$ cat src/rtl/fifo_arb_pkg.sv
// Shared types and helpers for the FIFO write-port arbiter.
// rr_pick is a loop-based reference pick that cross-checks the rotate-based core.
package fifo_arb_pkg;

  typedef enum logic {
    IDLE  = 1'b0,
    GRANT = 1'b1
  } arb_state_t;

  // Beat counter is sized for bursts of up to BURST_LIM beats.
  localparam int BURST_LIM = 15;
  localparam int BCW       = $clog2(BURST_LIM + 1);

  function automatic logic [7:0] rr_pick(input logic [7:0] valid,
                                         input logic [2:0] ptr,
                                         input int         nreq);
    logic [7:0] g;
    logic       found;
    int         idx;
    g     = '0;
    found = 1'b0;
    for (int k = 0; k < 8; k++) begin
      if (k < nreq && !found) begin
        idx = (int'(ptr) + k) % nreq;
        if (valid[idx]) begin
          g[idx] = 1'b1;
          found  = 1'b1;
        end
      end
    end
    return g;
  endfunction

endpackage

$ cat src/rtl/rr_arbiter_core.sv
// Combinational round-robin pick: rotate valid by ptr, keep the lowest set bit,
// rotate the one-hot result back into requester order.
module rr_arbiter_core #(
  parameter int NREQ = 4,
  parameter int PW   = $clog2(NREQ)
) (
  input  logic [NREQ-1:0] valid,
  input  logic [PW-1:0]   ptr,
  output logic [NREQ-1:0] grant
);

  logic [NREQ-1:0] rot;
  logic [NREQ-1:0] pick;

  assign rot   = NREQ'({valid, valid} >> ptr);
  assign pick  = rot & (~rot + NREQ'(1));
  assign grant = NREQ'(({pick, pick} << ptr) >> NREQ);

endmodule

$ cat src/rtl/fifo_wr_arbiter.sv
// Round-robin arbiter sharing one FIFO write port among NREQ valid/ready producers,
// with bounded bursts and occupancy-based backpressure that counts the in-flight write.
module fifo_wr_arbiter
  import fifo_arb_pkg::*;
#(
  parameter int NREQ      = 4,
  parameter int DW        = 8,
  parameter int DEPTH     = 64,
  parameter int CW        = 8,
  parameter int MAX_BURST = 4
) (
  input  logic             clk,
  input  logic             rst,
  input  logic [NREQ-1:0]  req_valid,
  input  logic [NREQ-1:0]  req_last,
  input  logic [NREQ*DW-1:0] req_data,
  output logic [NREQ-1:0]  req_ready,
  input  logic [CW-1:0]    fifo_counter,
  output logic [DW-1:0]    buf_in,
  output logic             wr_en,
  output logic [NREQ-1:0]  grant,
  output logic             busy
);

  localparam int             PW        = $clog2(NREQ);
  localparam logic [CW:0]    DEPTH_C   = (CW+1)'(DEPTH);
  localparam logic [BCW-1:0] LAST_BEAT = BCW'(MAX_BURST - 1);

  arb_state_t      state_q, state_d;
  logic [NREQ-1:0] grant_d;
  logic [NREQ-1:0] pick;
  logic [PW-1:0]   rr_ptr, rr_ptr_d;
  logic [PW-1:0]   owner_idx;
  logic [BCW-1:0]  beat_cnt, beat_d;
  logic            wr_en_d;
  logic [DW-1:0]   buf_d;
  logic [DW-1:0]   owner_data;
  logic            owner_valid;
  logic            owner_last;
  logic            space;
  logic            xfer;
  logic            rel;
  logic [7:0]      ref_pick;

  rr_arbiter_core #(
    .NREQ (NREQ),
    .PW   (PW)
  ) u_core (
    .valid (req_valid),
    .ptr   (rr_ptr),
    .grant (pick)
  );

  assign owner_valid = |(req_valid & grant);
  assign owner_last  = |(req_last & grant);

  always_comb begin
    owner_idx  = '0;
    owner_data = '0;
    for (int i = 0; i < NREQ; i++) begin
      if (grant[i]) begin
        owner_idx  = PW'(i);
        owner_data = req_data[i*DW +: DW];
      end
    end
  end

  // The registered write not yet seen in fifo_counter still occupies a slot.
  assign space     = ({1'b0, fifo_counter} + (CW+1)'(wr_en)) < DEPTH_C;
  assign busy      = (state_q == GRANT);
  assign req_ready = (busy && space) ? grant : '0;
  assign xfer      = busy & owner_valid & space;
  assign rel       = busy & (~owner_valid | (xfer & (owner_last | (beat_cnt == LAST_BEAT))));

  always_comb begin
    state_d  = state_q;
    grant_d  = grant;
    rr_ptr_d = rr_ptr;
    beat_d   = beat_cnt;
    wr_en_d  = 1'b0;
    buf_d    = buf_in;
    case (state_q)
      IDLE: begin
        if (|req_valid) begin
          grant_d = pick;
          beat_d  = '0;
          state_d = GRANT;
        end
      end
      GRANT: begin
        if (xfer) begin
          wr_en_d = 1'b1;
          buf_d   = owner_data;
          beat_d  = beat_cnt + BCW'(1);
        end
        if (rel) begin
          state_d  = IDLE;
          grant_d  = '0;
          rr_ptr_d = (owner_idx == PW'(NREQ - 1)) ? '0 : owner_idx + PW'(1);
        end
      end
      default: state_d = IDLE;
    endcase
  end

  // ---- state / output register stage ----
  always_ff @(posedge clk or negedge rst) begin
    if (!rst) begin
      state_q  <= IDLE;
      grant    <= '0;
      rr_ptr   <= '0;
      beat_cnt <= '0;
      wr_en    <= 1'b0;
      buf_in   <= '0;
    end else begin
      state_q  <= state_d;
      grant    <= grant_d;
      rr_ptr   <= rr_ptr_d;
      beat_cnt <= beat_d;
      wr_en    <= wr_en_d;
      buf_in   <= buf_d;
    end
  end

  assign ref_pick = rr_pick(8'(req_valid), 3'(rr_ptr), NREQ);

  a_no_overflow : assert property (@(posedge clk) disable iff (!rst)
    wr_en |-> ({1'b0, fifo_counter} < DEPTH_C));

  a_pick_matches_ref : assert property (@(posedge clk) disable iff (!rst)
    (state_q == IDLE) |-> (ref_pick == 8'(pick)));

endmodule

$ cat config.mk
export PLATFORM = sky130hd
export DESIGN_NAME = fifo_wr_arbiter
export DESIGN_NICKNAME = d
export VERILOG_FILES = /design/src/rtl/fifo_arb_pkg.sv /design/src/rtl/rr_arbiter_core.sv /design/src/rtl/fifo_wr_arbiter.sv
export SDC_FILE = /design/constraint.sdc
export NUM_CORES = 1
export LEC_CHECK = 0
export CORE_AREA = 4 4 67 69
export DETAILED_ROUTE_END_ITERATION = 8
export DIE_AREA = 0 0 71 73
export PLACE_DENSITY_LB_ADDON = 0.15
export RECOVER_POWER = 100
export SYNTH_ARGS = -nofsm -noshare
export SYNTH_HDL_FRONTEND = slang
export SYNTH_SLANG_ARGS = --single-unit
$ cat constraint.sdc
create_clock -name clk -period 1.8 [get_ports clk]
set_clock_uncertainty 0.1 [all_clocks]
set_input_delay 0.36 -clock clk [delete_from_list [all_inputs] [get_ports clk]]
set_output_delay 0.36 -clock clk [all_outputs]
set_load 0.02 [all_outputs]
==> summary.txt <==
Outcome
  – Status: completed

Clock tree
  – Number of H-tree levels: 1
  – Sink Count: 20
  – Clk pin slew, worst setup/hold paths: 80 ps
  – TritonCTS clock tree: done
  – CTS Buf Count: 3
  – Hold buffers post-CTS: 0
  – Clk root buf: clkbuf_8
  – Worst-Skew Late Latency: 260 ps
  – Max Root-Sink Buffers: 2

Power
  – Leak Pwr: 1.000 nW
  – Peak VDD IR: 0.6584 mV
  – Pwr dens: 1296 mW/mm^2

Drt
  – Total wire length: 4.444 mm
  – Routed vias/inst: 5.256
  – Via count: 1419
  – Routed wire length per instance: 16.46 um
  – Initial DRC Count: 76
  – Antenna-violating nets left: 0
  – Pre-antenna DRT Iters: 4
  – Remaining DRCs: 0

Synth
  – Main area contributors after synthesis: dfrtp_1 37%, mux2_4 7.8%, nand2_1 5.6%
  – Mapped cell area: 0.001350 mm^2
  – Syn avg cell area: 9.854 um^2
  – Leading area contributor after synthesis: dfrtp_1
  – Synth top area share: 37.07%
  – Synth cell types: 39
  – Synth Register Bits: 20
  – Syn Nets: 188
  – Synth Instances: 137
  – Yosys Warn Count: 0
  – Register area share after synthesis: 37.07%

Floorplanning
  – Core Box Area: 0.003914 mm^2
  – Full die area: 0.005183 mm^2
  – # rows: 23
  – Die height: 73 um
  – Num ports: 68
  – Starting Density: 34.49%
  – Die X: 71 um

STA
  – Setup tns final: 0 ps
  – WHS: 404.6 ps
  – Max-slew violation count: 0
  – Endpoints failing setup: 0
  – Max transition margin: 63.98%
  – Post-route clock period utilization: 96.79%
  – Actual slew at the worst max-slew pin: 540.3 ps
  – Fin. Hold Viols: 0
  – F_max: 574.0 MHz
  – RSZ-0062 raised after global routing: no
  – Final min period: 1742 ps

Worst setup path
  – Worst EP required: 1340 ps
  – Worst R2R Setup Slack: 70 ps
  – Worst Setup Start Kind: flip-flop
  – CP endpoint kind: primary output
  – Crit path from: buf_in[7]
  – Crit-path max cell delay: 650 ps
  – Crit path max-delay family: buffers and inverters
  – Crit path kind: flip-flop to primary output
  – R2R Path End: buf_in[3]
  – Crit-path slowest cell: dlygate4sd3_1
  – Crit path DAT: 1280 ps
  – Crit-path cells: dlygate4sd3_1
  – Critical Path Fanout Max: 2
  – WP buf/inv: 1
  – Worst r2r src: wr_en
  – Worst reg-to-reg path cell count: 6
  – WP depth: 1

Min path
  – Min-delay worst type: flip-flop to flip-flop
  – WHS Endpoint: buf_in[7]
  – Cells on Worst Hold Path: 1
  – Min-Delay Startpoint: buf_in[7]

GRT
  – GRT Residual Overflow: 0
  – Largest net degree at the start of global routing: 21
  – Antenna violations before repair: 0
  – First-pass GRT wire length: 7.362 mm
  – Vias in the first global route: 1491
  – GRT Total Usage: 17.84%

Flow run
  – Maxcap violations: 0

Final layout
  – Most frequent cells in the layout: 48 x clkdlybuf4s50_1, 20 x nand2_1, 20 x dfrtp_1
  – Share of cells above drive strength 1: 21.82%
  – Post-layout util: 56.94%
  – Area growth from synthesis to layout: 65.06%
  – Commonest non-fill, non-tap cell in the layout: clkdlybuf4s50_1
  – Fillers: 382
  – Diode count: 0
  – Final nets: 273

Placement
  – HPWL after detailed placement: 3.314 mm
  – I/O Buffers: 67
  – GPL Wtd Cong: 0.8767
-- worst max-delay path by stage --
stage	to	slack (ps)
after floorplan	rr_ptr[0]	140
after global placement	req_ready[0]	-560
after detailed placement	req_ready[2]	-590
after CTS	buf_in[7]	50
after global routing	buf_in[5]	6
final	buf_in[7]	60
-- metal layers --
layer,part of all wire (%),up-vias,GRT usage [%]
li1,-,680,-
met1,47,680,23.45
met2,47,57,30.48
met3,5.7,2,3.168
met4,0.45,0,4.384
met5,0,-,0
-- flip-flops by register name (all words and copies together), names as in the netlist --
name	count
beat_cnt	4
buf_in	8
grant	4
busy	1
wr_en	1
rr_ptr	2
-- cell usage after synthesis --
master / count
a21o_1: 1
a21oi_1: 7
a221o_1: 1
a221oi_1: 7
a22o_1: 1
a22oi_1: 2
a22oi_4: 2
and2_1: 4
and2_4: 1
and3_1: 2
buf_12: 1
buf_2: 1
buf_6: 2
clkbuf_1: 3
dfrtp_1: 20
ha_1: 1
inv_1: 6
mux2_2: 2
mux2_4: 7
mux2i_1: 4
nand2_1: 20
nand2_4: 1
nand3_1: 2
nand4_1: 1
nand4b_1: 1
nor2_1: 11
nor2b_1: 1
nor2b_2: 1
o2111ai_1: 2
o211a_2: 1
o21ai_0: 6
o21ai_1: 2
o21bai_1: 1
o22ai_1: 1
o2bb2ai_1: 1
o2bb2ai_2: 1
o311ai_1: 1
o31ai_1: 7
o41ai_4: 1
-- area by class of cell --
type,count,area (um^2),area share (%)
Tap cell,50,62.56,2.807
Sequential cell,20,500.5,22.46
Multi-Input combinational cell,105,808.3,36.27
Timing Repair Buffer,86,793.3,35.60
Clock buffer,3,41.29,1.853
Inverter,6,22.52,1.011
-- through the flow --
stage / instance area (um^2) / total power [mW] / setup WS [ps] / instances
floorplan: 1350 / 1.808 / 140.6 / 137
global placement: 2160 / 2.582 / -562.0 / 265
detailed placement: 2160 / 2.610 / -590.1 / 265
CTS: 2228 / 2.918 / 52.38 / 270
global route: 2228 / 3.103 / 5.528 / 270
finish: 2228 / 2.889 / 57.71 / 270
-- cells by family after synthesis --
logic type	after synthesis	share of synthesized area, %
compound gates	45	27.71
simple gates	45	15.85
flops	20	37.07
buf+inv	13	6.024
mux	13	12.42
fa+ha+maj	1	0.9266
-- repair_timing --
item / CTS / global route
buffers inserted: 1 / 0
hold endpoints to repair: 0 / 0
pin swaps: 5 / 0
setup endpoints to repair: 17 / 8
cloned: 1 / 0
gates resized for setup: 44 / 2
-- report_power, final --
group,internal [mW],switching [mW]
Clock,0.149,0.151
Sequential,0.612,0.158
Combinational,0.919,0.901
Total,1.68,1.21
(Power assumes the default switching activity.)
